## src/rtl/wb_fifo_slave.sv

```systemverilog
// wb_fifo_slave: Wishbone classic slave that fronts a DEPTH-word FIFO mailbox.
//   Word 0 DATA    : write pushes, read pops (err on full / empty)
//   Word 1 STATUS  : RO {count[15:8], irq[2], full[1], empty[0]}
//   Word 2 CONTROL : write with bit0=1 flushes; read returns 0
//   Word 3         : reserved, always err
// Ports:
//   clk_i, rst_i (sync, active high)
//   cyc_i, stb_i, we_i, adr_i, dat_i, sel_i  : bus request (sel_i ignored)
//   ack_o, err_o, dat_o                      : registered one-cycle response
//   irq_o                                    : registered level, count >= IRQ_LEVEL
module wb_fifo_slave #(
   parameter int ADDR_WIDTH = 16,
   parameter int DATA_WIDTH = 32,
   parameter int DEPTH      = 8,
   parameter int IRQ_LEVEL  = 4
) (
   input  logic                  clk_i,
   input  logic                  rst_i,
   input  logic                  cyc_i,
   input  logic                  stb_i,
   input  logic                  we_i,
   input  logic [ADDR_WIDTH-1:0] adr_i,
   input  logic [DATA_WIDTH-1:0] dat_i,
   input  logic [3:0]            sel_i,
   output logic                  ack_o,
   output logic                  err_o,
   output logic [DATA_WIDTH-1:0] dat_o,
   output logic                  irq_o
);
   localparam int PW = $clog2(DEPTH);
   localparam int CW = PW + 1;

   typedef enum logic {IDLE, RESP} state_t;

   state_t                state_q, state_d;
   logic [PW-1:0]         wr_ptr_q, wr_ptr_d;
   logic [PW-1:0]         rd_ptr_q, rd_ptr_d;
   logic [CW-1:0]         count_q, count_d;
   logic                  ack_q, ack_d;
   logic                  err_q, err_d;
   logic [DATA_WIDTH-1:0] dat_q, dat_d;
   logic                  irq_q, irq_d;
   logic [DATA_WIDTH-1:0] mem_q [DEPTH];

   logic                  req, full, empty, push;
   logic [DATA_WIDTH-1:0] status_w;
   logic                  unused_bits;

   // Only the word offset matters; byte lanes and upper address bits are don't-care.
   assign unused_bits = ^{sel_i, adr_i[ADDR_WIDTH-1:4], adr_i[1:0]};

   assign req   = cyc_i & stb_i;
   assign full  = (count_q == CW'(DEPTH));
   assign empty = (count_q == '0);

   always_comb begin
      status_w       = '0;
      status_w[0]    = empty;
      status_w[1]    = full;
      status_w[2]    = irq_q;
      status_w[15:8] = 8'(count_q);
   end

   always_comb begin
      state_d  = state_q;
      wr_ptr_d = wr_ptr_q;
      rd_ptr_d = rd_ptr_q;
      count_d  = count_q;
      ack_d    = 1'b0;
      err_d    = 1'b0;
      dat_d    = '0;
      push     = 1'b0;
      unique case (state_q)
         IDLE: begin
            if (req) begin
               state_d = RESP;
               case (adr_i[3:2])
                  2'd0: begin
                     if (we_i) begin
                        if (full) err_d = 1'b1;
                        else begin
                           ack_d    = 1'b1;
                           push     = 1'b1;
                           wr_ptr_d = wr_ptr_q + PW'(1);
                           count_d  = count_q + CW'(1);
                        end
                     end else begin
                        if (empty) err_d = 1'b1;
                        else begin
                           ack_d    = 1'b1;
                           dat_d    = mem_q[rd_ptr_q];
                           rd_ptr_d = rd_ptr_q + PW'(1);
                           count_d  = count_q - CW'(1);
                        end
                     end
                  end
                  2'd1: begin
                     ack_d = 1'b1;
                     if (!we_i) dat_d = status_w;
                  end
                  2'd2: begin
                     ack_d = 1'b1;
                     if (we_i && dat_i[0]) begin
                        wr_ptr_d = '0;
                        rd_ptr_d = '0;
                        count_d  = '0;
                     end
                  end
                  default: err_d = 1'b1;
               endcase
            end
         end
         RESP: state_d = IDLE;
      endcase
      // irq follows the new count so it is already valid in the RESP cycle.
      irq_d = (count_d >= CW'(IRQ_LEVEL));
   end

   always_ff @(posedge clk_i) begin
      if (rst_i) begin
         state_q  <= IDLE;
         wr_ptr_q <= '0;
         rd_ptr_q <= '0;
         count_q  <= '0;
         ack_q    <= 1'b0;
         err_q    <= 1'b0;
         dat_q    <= '0;
         irq_q    <= 1'b0;
      end else begin
         state_q  <= state_d;
         wr_ptr_q <= wr_ptr_d;
         rd_ptr_q <= rd_ptr_d;
         count_q  <= count_d;
         ack_q    <= ack_d;
         err_q    <= err_d;
         dat_q    <= dat_d;
         irq_q    <= irq_d;
      end
   end

   // Storage needs no reset; only words between the pointers are ever read.
   always_ff @(posedge clk_i) begin
      if (push) mem_q[wr_ptr_q] <= dat_i;
   end

   assign ack_o = ack_q;
   assign err_o = err_q;
   assign dat_o = dat_q;
   assign irq_o = irq_q;
endmodule

```

## config.mk

```make
export PLATFORM = sky130hd
export DESIGN_NAME = wb_fifo_slave
export DESIGN_NICKNAME = d
export VERILOG_FILES = /design/src/rtl/wb_fifo_slave.sv
export SDC_FILE = /design/constraint.sdc
export NUM_CORES = 1
export LEC_CHECK = 0
export CAP_MARGIN = 15
export CORE_MARGIN = 3
export CORE_UTILIZATION = 62
export CTS_BUF_LIST = sky130_fd_sc_hd__clkbuf_8 sky130_fd_sc_hd__clkbuf_16
export DETAILED_ROUTE_END_ITERATION = 8
export PLACE_DENSITY = 0.84
export RECOVER_POWER = 100
export SLEW_MARGIN = 30
export SYNTH_ARGS = -nofsm -noshare
export SYNTH_HDL_FRONTEND = slang
export SYNTH_SLANG_ARGS = --single-unit
```

## constraint.sdc

```tcl
create_clock -name clk_i -period 6.1 [get_ports clk_i]
set_input_delay 0.61 -clock clk_i [delete_from_list [all_inputs] [get_ports clk_i]]
set_output_delay 0.61 -clock clk_i [all_outputs]
set_load 0.01 [all_outputs]
```

# [Word-level counts from Yosys, hierarchy flattened]
# Memory sizes are Yosys's and may differ from the RTL's. A register that Yosys moved wholly into a read port is not among the register bits.
# Index checks and enable logic that the tools add are counted.
[totals] ff_bits=46 latchBits=0 ramBits=256 rom_bits=0 input_bits=57 wordCells=69 n_memories=1
[op_classes] addsub=4 n_mul=0 div_mod_pow=0 n_lt_le_gt_ge=1 eq_ne=8 shifts=0 muxes=36 bitwise_logic=3 n_reduce_logical=8
[memory_table] memory="mem_q" depth=8 word_bits=32 read_ports=1 rd_ports_with_merged_regs=1 wr=1 line="43" text="logic [DATA_WIDTH-1:0] mem_q [DEPTH];"
[op_table] cell="2-to-1 mux 32 bit" count=2
[op_table] cell="one-hot mux 32 bit (2 select lines)" count=1
[op_table] cell="2-to-1 mux 4 bit" count=6
[op_table] cell="2-to-1 mux 3 bit" count=7
[op_table] cell="2-to-1 mux 1 bit" count=13
[op_table] cell="2-to-1 mux 12 bit" count=1
[op_table] cell="one-hot mux 3 bit (2 select lines)" count=2
[op_table] cell="AND reduction 6 bit" count=2
[op_table] cell="!= test 2 bit, second input constant" count=5
[op_table] cell="one-hot mux 4 bit (2 select lines)" count=1
[op_table] cell="adder 3 x 1 -> 3 bit, second input constant" count=2
[op_table] cell="one-hot mux 1 bit (2 select lines)" count=3
[op_table] cell="adder 4 x 1 -> 4 bit, second input constant" count=1
[op_table] cell="equality test 4 bit, second input constant" count=1
[op_table] cell=">= comparator 4 x 3 -> 1 bit, second input constant" count=1
[op_table] cell="zero test 4 bit" count=1
[op_table] cell="subtractor 4 x 1 -> 4 bit, second input constant" count=1
[op_table] cell="OR reduction 3 bit" count=1
[op_table] cell="equality test 2 x 1 -> 1 bit, second input constant" count=1
[op_table] cell="equality test 2 bit, second input constant" count=1
[op_table] cell="zero test 2 bit" count=1
[op_table] cell="NOT 1 bit" count=2
[op_table] cell="nonzero test 2 bit" count=1
[op_table] cell="OR reduction 2 bit" count=1
[op_table] cell="2 further kinds" count=2

# [Depth between registers and ports, before layout]
# Gate-level depths: netlist (run 1).
[logic_depth] depth_word=8 mapped_depth=7 ltp_nobuf=6

# [Least setup slack after synthesis (run 1)]
# Ideal clock, no wire load.
[synth_timing] kind="input port to flip-flop" start="input port adr_i[2]" end="memory mem_q[0][0] (enable)" arrival_ps=3834 required_ps=5639 path_slack_ps=1805 cell_stages=7 path_buffers=1 path_cell_list="inv_1 ha_1 clkbuf_1 nand2_1 nor3_1 nand2b_1 nor3_1"
[synth_between] elab_chain_cells=6
[synth_rtl] item="start: declaration" line="22" text="input logic [ADDR_WIDTH-1:0] adr_i,"
[synth_rtl] item="zero test 2 bit" line="77" text="case (adr_i[3:2])"
[synth_rtl] item="2-to-1 mux 1 bit" line="77"
[synth_rtl] item="2-to-1 mux 1 bit" line="75" text="if (req) begin"
[synth_rtl] item="2-to-1 mux 1 bit" line="73" text="unique case (state_q)"
[synth_rtl] item="2-to-1 mux 1 bit" line="143" text="if (push) mem_q[wr_ptr_q] <= dat_i;"
[synth_rtl] item="2-to-1 mux 1 bit (implied by the code)" line="143"
[synth_rtl] item="end: declaration" line="43"
# Every way passes these cells.

# [Final worst setup path (run 1)]
[layout_timing] start="input port adr_i[3]" end="memory mem_q[0][15] (enable)"
# Same word-level chain as after synthesis.

==> results of run 1 <==
==> worst reg2reg max path, stage by stage (launching register included) <==
cell	delay (ns)
dfxtp_1	0.47
inv_1	0.12
ha_1	0.28
and3b_4	0.22
nor3_1	0.31
nand2b_1	0.26
nor3_1	1.70
buf_12	0.30
==> worst max-delay path by stage <==
stage / start / endpoint / slack [ns] / depth (start not counted)
6_report: adr_i[3] / mem_q[0][15] / 1.77 / 8
5_1_grt: adr_i[3] / mem_q[1][22] / 1.46 / 8
4_1_cts: adr_i[2] / mem_q[3][28] / 2.79 / 8
3_5_place_dp: adr_i[2] / mem_q[3][25] / 2.24 / 8
3_3_place_gp: adr_i[2] / mem_q[0][6] / 2.17 / 8
2_1_floorplan: adr_i[2] / mem_q[0][0] / 1.81 / 7
==> synth_stat cells, types with 2 or more instances <==
master | number | area [um^2]
mux4_2 | 64 | 1440
edfxtp_1 | 256 | 7690
inv_1 | 8 | 30.0
nor2_1 | 37 | 139
a31oi_1 | 2 | 12.5
nand2b_1 | 6 | 37.5
o21ai_0 | 13 | 65.1
dfxtp_1 | 49 | 981
or4_1 | 4 | 30.0
ha_1 | 9 | 113
nand3b_1 | 3 | 22.5
nand2_1 | 17 | 63.8
a21oi_1 | 9 | 45.0
clkbuf_1 | 11 | 41.3
or2_2 | 2 | 12.5
nor3_1 | 3 | 15.0
nand3_1 | 4 | 20.0
or4b_1 | 2 | 20.0
o31ai_1 | 4 | 30.0
buf_2 | 14 | 70.1
nor2b_1 | 5 | 31.3
mux2i_1 | 33 | 330
==> power breakdown <==
| group | switching, mW | total, mW | internal [mW] |
|---|---|---|---|
| registers | 0.00449 | 2.26 | 2.26 |
| clock network | 0.733 | 1.79 | 1.06 |
| logic | 0.0529 | 0.100 | 0.0474 |
==> metal layers <==
layer / wire length, um / vias to the layer above
met3: 1520 / 48
met4: 538 / 2
met5: 7 / -
met1: 8620 / 2920
li1: - / 2493
met2: 11700 / 272
==> final cells by class <==
cell class,instances,share of cell area
diodes,3,0.000559
clock buffers,31,0.0561
clock inverters,23,0.0157
inverters,8,0.00224
multi-input cells,236,0.196
flip-flops and latches,305,0.646
well taps,229,0.0214
repair buffers,85,0.0619
==> logic make-up after synthesis <==
logic type,Yosys count,share of synthesized area
DFF,305,0.758
muxes,98,0.156
and+or+nand+nor,91,0.0397
AOI/OAI and AO/OA,37,0.0208
buffers and inverters,36,0.0143
adders and majority gates,9,0.00985
xor gates and xnor gates,1,0.000767
==> flip-flops by register name, indices dropped and copies added, names as in the netlist, named ones only <==
name and flops:
mem_q 256, dat_o 32, rd_ptr_q 3, wr_ptr_q 3, count_q 2, ack_o 1, err_o 1, irq_o 1
state_q 1
==> through the flow <==
stage / std cells / util / area [um^2]
3_5_place_dp: 863 / 0.694 / 12500
4_1_cts: 917 / 0.747 / 13500
6_report: 920 / 0.744 / 13400
3_3_place_gp: 863 / 0.693 / 12500
2_1_floorplan: 577 / - / 11400
5_1_grt: 919 / 0.744 / 13400
==> reports/results.tsv, run 1 <==
metric	value	unit
status	finished, violations left	
failing checks	capacitance limit, slew limit	
Layout Skew	0.0167	ns
Post-synth EDFFs	256	
CTS Hold Buffers Added	0	
post-DP HPWL	11900	um
met1 Resource Use GR	0.304	
FF-to-FF path depth	7	
Cells after Synth	577	
Power Dens Cells	309	mW/mm^2
Slew headroom	-0.573	
port bufs	73	
vias per cell	6.23	
core area	0.0180	mm^2
crit path setup slack, layout	1.77	ns
critical path's slowest cell	nor3_1	
layout net count	731	
worst min path class	reg -> reg	
Arr. time, crit path	4.56	ns
Worst Path Required	6.33	ns
worst-path cell chain	dlygate4sd3_1, inv_1, ha_1, nand2_1, nor3_1, nand2b_1, nor3_1, buf_12	
setup_tns	0	ns
Post-Place Worst Slack	2.24	ns
Worst Tran Pin Value	2.36	ns
initial DRC count	532	
critical path class	in -> reg	
Peak VDD IR	0.000275	V
GR Util All Layers	0.227	
grt ovf	0	
Root Buffer	clkbuf_16	
Leak Pwr	4.35	nW
Final Setup Violations	0	
top_reg_cell synth	edfxtp_1	
initial antenna violation count	3	
IO Count	92	
post-CTS setup buffers	0	
Max-cap violations	7	
Hold Fails Final Rpt	0	
Placer Congestion	0.779	
max-slew violations	171	
Fillers	996	
syn avg cell area	19.8	um^2
Synth cell types	44	
startpoint types	input pin	
largest net degree at the start of global routing	59	
commonest non-fill, non-tap cell in the layout	edfxtp_1	
R2R setup slack	2.13	ns
Top delay family on crit path	simple AND/OR/NAND/NOR gates	
Die X	142	um
area of the multi-input gates	0.00263	mm^2
number of H-tree levels	1	
FMAX	231	MHz
register area	0.00867	mm^2
layout cells sized above 1	0.188	
Clock Sinks	305	
post-synthesis sequential area ratio	0.758	
Critical path buffers and inverters	3	
Max clock buf depth	3	
worst r2r dst	mem_q[0][15]	
Yosys Warn Count	0	
post-route ant nets	0	
Post-Route WL	22400	um
Chip Height	142	um
met3 usage	0.0384	
initial cell density of the core	0.634	
Rows	49	
Hold WS	0.495	ns
post-cts resize count	0	
worst hold stages	2	
die area	0.0201	mm^2
first-pass GRT wire length	34700	um
hold path start	rd_ptr_q[2]	
Yosys reg bits	305	
Clock Pin Slew Worst Setup and Hold Paths	0.06	ns
post-layout min period	4.33	ns
met2 usage	0.388	
total power	4.15	mW
fraction of registers with async set/reset	0	
Final Cycle Share	0.709	
syn nets	643	
synthesis-to-layout area growth	17.4	%
routed via count	5735	
commonest cells after routing, fill and taps aside	edfxtp_1, dlygate4sd3_1, mux4_2, dfxtp_1	
critical path's largest stage delay	1.70	ns
TritonCTS clock tree	done	
routed len/inst	24.3	um
unrepaired setup endpoints after global routing	false	
gr busiest metal	met2	
Pre-antenna DRT Iters	7	
Top cell by count, worst path	nor3_1	
Clock Latency Late Sink	0.54	ns
vias in the first global route	6010	
Mapped Area	0.0114	mm^2
CTS Buf Count	29	
drc violations	0	
CP endpoint kind	flop	
crit path max fanout	22	
Power figures use the tool's default switching activity.
==> run 2: changes to the inputs <==
--- a/config.mk
+++ b/config.mk
@@ -7,10 +7,10 @@
 export LEC_CHECK = 0
 export CAP_MARGIN = 15
 export CORE_MARGIN = 3
-export CORE_UTILIZATION = 62
+export CORE_UTILIZATION = 52
 export CTS_BUF_LIST = sky130_fd_sc_hd__clkbuf_8 sky130_fd_sc_hd__clkbuf_16
 export DETAILED_ROUTE_END_ITERATION = 8
-export PLACE_DENSITY = 0.84
+export PLACE_DENSITY = 0.75
 export RECOVER_POWER = 100
 export SLEW_MARGIN = 30
 export SYNTH_ARGS = -nofsm -noshare
==> constraint.sdc (replaced) <==
create_clock -name clk_i -period 3.85 [get_ports clk_i]
set_input_delay 0.385 -clock clk_i [delete_from_list [all_inputs] [get_ports clk_i]]
set_output_delay 0.385 -clock clk_i [all_outputs]
set_load 0.01 [all_outputs]
==> reports/results.tsv, run 2 (synthesis results as in run 1) <==
metric	value	unit	change
Pre-antenna DRT Iters	5		was 7
vias in the first global route	6057		was 6010
commonest non-fill, non-tap cell in the layout	edfxtp_1		unchanged
combinational share of power	0.024		about the same
max-slew violations	0		was 171
Layout Skew	0.00692	ns	was 0.0167 ns
Final Cycle Share	0.800		
Root Buffer	clkbuf_16		unchanged
sw frac	0.187		was 0.190
die area	0.0238	mm^2	was 0.0201 mm^2
layout cells sized above 1	0.194		was 0.188
post-route cell area	0.0136	mm^2	was 0.0134 mm^2
grt ovf	0		unchanged
Clock Sinks	305		unchanged
Power Dens Cells	491	mW/mm^2	was 309 mW/mm^2
commonest cells after routing, fill and taps aside	edfxtp_1, dlygate4sd3_1, mux4_2, dfxtp_1, nor2_1		was edfxtp_1, dlygate4sd3_1, mux4_2, dfxtp_1
Slew headroom	0.237		was -0.573
IO Count	92		unchanged
worst hold stages	2		unchanged
Worst Setup SP	adr_i[2]		was adr_i[3]
crit path to	mem_q[6][18]		was mem_q[0][15]
TritonCTS clock tree	done		unchanged
initial antenna violation count	3		unchanged
Peak VDD IR	0.000350	V	was 0.000275 V
largest net degree at the start of global routing	33		was 59
status	completed		was finished, violations left
layout net count	735		was 731
setup_tns	0	ns	unchanged
crit path max fanout	25		was 22
Clock Power Share	0.439		was 0.431
Clock Pin Slew Worst Setup and Hold Paths	0.06	ns	about the same
Max-cap violations	0		was 7
total power	6.68	mW	was 4.15 mW
post-layout min period	3.08	ns	
Final Setup Violations	0		unchanged
Worst Tran Pin Value	1.14	ns	was 2.36 ns
initial DRC count	576		was 532
Clock Latency Late Sink	0.54	ns	about the same
crit path setup slack, layout	0.772	ns	was 1.77 ns
max reg flops	256		unchanged
GR Util All Layers	0.188		was 0.227
drc violations	0		unchanged
Chip Height	154	um	was 142 um
sequential power share	0.537		was 0.545
CTS Hold Buffers Added	0		unchanged
first-pass GRT wire length	34700	um	about the same
post-route ant nets	0		unchanged
worst r2r dst	mem_q[6][18]		was mem_q[0][15]
FF-to-FF path depth	7		unchanged
Hold Fails Final Rpt	0		unchanged
Biggest register	mem_q		unchanged
port bufs	73		unchanged
core area	0.0213	mm^2	was 0.0180 mm^2
internal power	5.43	mW	was 3.36 mW
Max clock buf depth	3		unchanged
Die X	154	um	was 142 um
Rows	53		was 49
Post-Place Worst Slack	0.552	ns	was 2.24 ns
routed via count	5666		was 5735
Worst Path Required	4.08	ns	was 6.33 ns
initial cell density of the core	0.537		was 0.634
unrepaired setup endpoints after global routing	false		unchanged
cell area after placement	0.0127	mm^2	was 0.0125 mm^2
CTS Buf Count	30		was 29
post-CTS setup buffers	0		unchanged
routed len/inst	22.8	um	was 24.3 um
Leak Pwr	4.40	nW	was 4.35 nW
startpoint types	input pin		unchanged
post-DP HPWL	12400	um	was 11900 um
post-cts resize count	0		unchanged
CP endpoint kind	flop		unchanged
Post-Route WL	22100	um	was 22400 um
Placer Congestion	0.807		was 0.779
Arr. time, crit path	3.31	ns	was 4.56 ns
worst min path class	reg -> reg		unchanged
vias per cell	5.85		was 6.23
R2R setup slack	0.94	ns	was 2.13 ns
FMAX	325	MHz	
number of H-tree levels	1		unchanged
critical path class	in -> reg		unchanged
synthesis-to-layout area growth	19.1	%	was 17.4%
Psw	1.25	mW	was 0.790 mW
==> run 2: cell types whose count changed in the layout (fill, tap and decap cells not counted), moves of 2 or more <==
cell	before	now
buf_12	2	8
clkbuf_1	5	2
clkbuf_2	0	3
clkinv_1	1	4
buf_4	4	2
clkbuf_16	29	31
clkinv_2	8	6
diode_2	3	1
inv_1	16	14
==> run 2: power by group through the flow <==
| stage | clock network, mW | logic (mW) | registers [mW] |
|---|---|---|---|
| after global routing | 3.12 | 0.171 | 3.59 |
| after CTS | 2.99 | 0.166 | 3.59 |
| after detailed placement | 0 | 0.165 | 3.66 |
| after floorplan | 0 | 0.0813 | 3.65 |
| after global placement | 0 | 0.156 | 3.66 |
| final | 2.93 | 0.158 | 3.59 |
==> run 2: metal layers <==
metal / wire length, um / global-route usage / vias to the layer above
li1: - / - / 2507
met1: 8970 / 0.253 / 2941
met2: 11500 / 0.324 / 172
met3: 1080 / 0.0288 / 42
met4: 532 / 0.0559 / 4
met5: 21 / 0 / -
==> run 2: stage by stage <==
step | util | hold WS, ns | cells
6_report | 0.639 | 0.484 | 968
5_1_grt | 0.639 | 0.529 | 968
4_1_cts | 0.642 | 0.485 | 967
3_5_place_dp | 0.595 | 0.480 | 912
3_3_place_gp | 0.595 | 0.473 | 912
2_1_floorplan | - | 0.463 | 577
==> run 2: how the worst min path moves through the flow <==
stage	to	start	slack [ns]
6_report	flop	rd_ptr_q[2]	0.48
5_1_grt	flop	rd_ptr_q[2]	0.53
4_1_cts	flop	rd_ptr_q[2]	0.49
3_5_place_dp	flop	rd_ptr_q[2]	0.48
3_3_place_gp	flop	rd_ptr_q[2]	0.47
2_1_floorplan	flop	rd_ptr_q[2]	0.46
==> run 2: critical path, stage by stage <==
cell and delay, ns:
dlygate4sd3_1 0.58, inv_1 0.11, ha_1 0.46, nand2_1 0.15, nor3_1 0.35, nand2b_1 0.23, nor2_1 0.71, buf_12 0.30
==> run 2: layout make-up <==
cell class                 count  area, um^2
sequential                   305        8670
fill                        1422        7670
multi-input combinational    236        2620
timing repair buffer          88         928
clock buffer                  34         817
tap                          275         344
clock inverter                21         196
inverter                       8        30.0
antenna                        1        2.50
==> run 3: changes to the inputs <==
--- a/config.mk
+++ b/config.mk
@@ -7,10 +7,10 @@
 export LEC_CHECK = 0
 export CAP_MARGIN = 15
 export CORE_MARGIN = 3
-export CORE_UTILIZATION = 52
+export CORE_UTILIZATION = 58
 export CTS_BUF_LIST = sky130_fd_sc_hd__clkbuf_8 sky130_fd_sc_hd__clkbuf_16
 export DETAILED_ROUTE_END_ITERATION = 8
-export PLACE_DENSITY = 0.75
+export PLACE_DENSITY = 0.8
 export RECOVER_POWER = 100
 export SLEW_MARGIN = 30
 export SYNTH_ARGS = -nofsm -noshare
==> constraint.sdc (replaced) <==
create_clock -name clk_i -period 3.1 [get_ports clk_i]
set_input_delay 0.31 -clock clk_i [delete_from_list [all_inputs] [get_ports clk_i]]
set_output_delay 0.31 -clock clk_i [all_outputs]
set_load 0.01 [all_outputs]
==> reports/results.tsv, run 3 (synthesis results as in run 1) <==
metric	value	unit	change
Final Setup Violations	0		unchanged
worst min path class	reg -> reg		unchanged
largest net degree at the start of global routing	31		was 33
Critical path buffers and inverters	2		was 3
drc violations	0		unchanged
R2R setup slack	0.37	ns	was 0.94 ns
Power Dens Cells	605	mW/mm^2	was 491 mW/mm^2
initial DRC count	488		was 576
Core Util, Final	0.718		was 0.639
number of H-tree levels	1		unchanged
Worst Tran Pin Value	0.782	ns	was 1.14 ns
FMAX	367	MHz	
Pre-antenna DRT Iters	5		unchanged
core area	0.0190	mm^2	was 0.0213 mm^2
routed len/inst	22.6	um	was 22.8 um
critical path's largest stage delay	0.47	ns	was 0.71 ns
CP endpoint kind	flop		unchanged
CTS Hold Buffers Added	0		unchanged
critical path's slowest cell	dfxtp_1		was nor2_1
unrepaired setup endpoints after global routing	false		unchanged
Slew headroom	0.479		was 0.237
TritonCTS clock tree	done		unchanged
Final Cycle Share	0.880		
first-pass GRT wire length	34900	um	was 34700 um
worst-path cell chain	inv_1, ha_1, and3b_4, nor3_1, nand2_1, nor3_1, clkbuf_2		was dlygate4sd3_1, inv_1, ha_1, nand2_1, nor3_1, nand2b_1, nor2_1, buf_12
Max-cap violations	0		unchanged
Placer Congestion	0.768		was 0.807
initial cell density of the core	0.601		was 0.537
crit path max fanout	8		was 25
max-slew violations	0		unchanged
Top delay family on crit path	simple AND/OR/NAND/NOR gates		unchanged
IO Count	92		unchanged
Leak Pwr	4.45	nW	was 4.40 nW
vias in the first global route	6178		was 6057
antenna fix cells	0		was 1
layout net count	745		was 735
Hold Fails Final Rpt	0		unchanged
Die X	146	um	was 154 um
port bufs	73		unchanged
Worst Hold Endpoint	dat_o[2]		
Biggest register	mem_q		unchanged
status	completed		unchanged
hold path start	irq_o		was rd_ptr_q[2]
Root Buffer	clkbuf_16		unchanged
vias per cell	5.94		was 5.85
post-CTS setup buffers	0		unchanged
Hold WS	0.471	ns	was 0.484 ns
Clock Sinks	305		unchanged
Rows	50		was 53
Clock Pin Slew Worst Setup and Hold Paths	0.06	ns	about the same
Peak VDD IR	0.000545	V	was 0.000350 V
post-layout min period	2.73	ns	
total power	8.26	mW	was 6.68 mW
post-cts resize count	0		unchanged
Post-Route WL	21800	um	was 22100 um
Fillers	1136		was 1422
Max clock buf depth	3		unchanged
critical path class	reg -> reg		was in -> reg
routed via count	5712		was 5666
cell area after placement	0.0127	mm^2	about the same
grt ovf	0		unchanged
Worst Path Required	3.32	ns	was 4.08 ns
worst hold stages	2		unchanged
Layout Skew	0.0141	ns	was 0.00692 ns
die area	0.0214	mm^2	was 0.0238 mm^2
Chip Height	146	um	was 154 um
Clock Latency Late Sink	0.54	ns	about the same
synthesis-to-layout area growth	19.5	%	was 19.1%
commonest cells after routing, fill and taps aside	edfxtp_1, dlygate4sd3_1, mux4_2, dfxtp_1, nor2_1		unchanged
post-DP HPWL	13000	um	was 12400 um
GR Util All Layers	0.210		was 0.188
Arr. time, crit path	2.95	ns	was 3.31 ns
CTS Buf Count	29		was 30
worst r2r dst	mem_q[1][9]		was mem_q[6][18]
commonest non-fill, non-tap cell in the layout	edfxtp_1		unchanged
initial antenna violation count	0		was 3
post-route ant nets	0		unchanged
max reg flops	256		unchanged
Top cell by count, worst path	nor3_1		
layout cells sized above 1	0.202		was 0.194
startpoint types	flop		was input pin
FF-to-FF path depth	7		unchanged
post-route cell area	0.0137	mm^2	was 0.0136 mm^2
-- run 3: changes by cell type in the layout (fill, tap and decap cells not counted), moves of 2 or more --
cell        change
buf_4           +8
clkbuf_16       -2
clkbuf_8        +2
clkinv_1        -2
clkinv_2        -3
clkinvlp_4      +3
nor2_1          +3
nor2_4          -3
-- run 3: stage by stage --
stage / setup TNS (ns) / setup WS (ns) / cells
after global routing: 0 / 0.161 / 962
after global placement: 0 / 0.433 / 908
after floorplan: -5.95 / -0.0376 / 577
final: 0 / 0.372 / 962
after CTS: 0 / 0.483 / 962
after detailed placement: 0 / 0.371 / 908
-- run 3: layout make-up --
type                            instances  area [um^2]  share of cell area
Timing Repair Buffer                   99         1020              0.0748
Tap cell                              260          325              0.0238
Sequential cell                       305         8670               0.635
Multi-Input combinational cell        236         2600               0.190
Clock inverter                         20          211              0.0155
Clock buffer                           34          795              0.0582
Inverter                                8         30.0             0.00220
-- run 3: worst max path at each step --
stage	cells after the start	startpoint	endpoint	slack (ns)
floorplan	7	adr_i[2]	mem_q[7][0]	-0.04
global placement	8	adr_i[2]	mem_q[7][26]	0.43
detailed placement	6	we_i	mem_q[7][23]	0.37
CTS	7	flop	mem_q[7][24]	0.48
global route	7	flop	mem_q[6][26]	0.16
finish	7	flop	mem_q[1][9]	0.37
-- run 3: where the power goes --
group	internal, mW	switching [mW]
Sequential	4.44	0.0103
Clock	2.16	1.44
Combinational	0.0964	0.106
-- run 3: layer usage --
layer	vias to the layer above	GRT usage	part of all wire
li1	2514	-	-
met1	2944	0.279	0.40
met2	209	0.369	0.52
met3	45	0.0351	0.053
met4	0	0.0508	0.024
met5	-	0	0
-- run 3: tightest hold or removal path, stage by stage (launching register included) --
cell     delay (ns)
dfxtp_1        0.33
nand2_1        0.05
o21ai_0        0.06
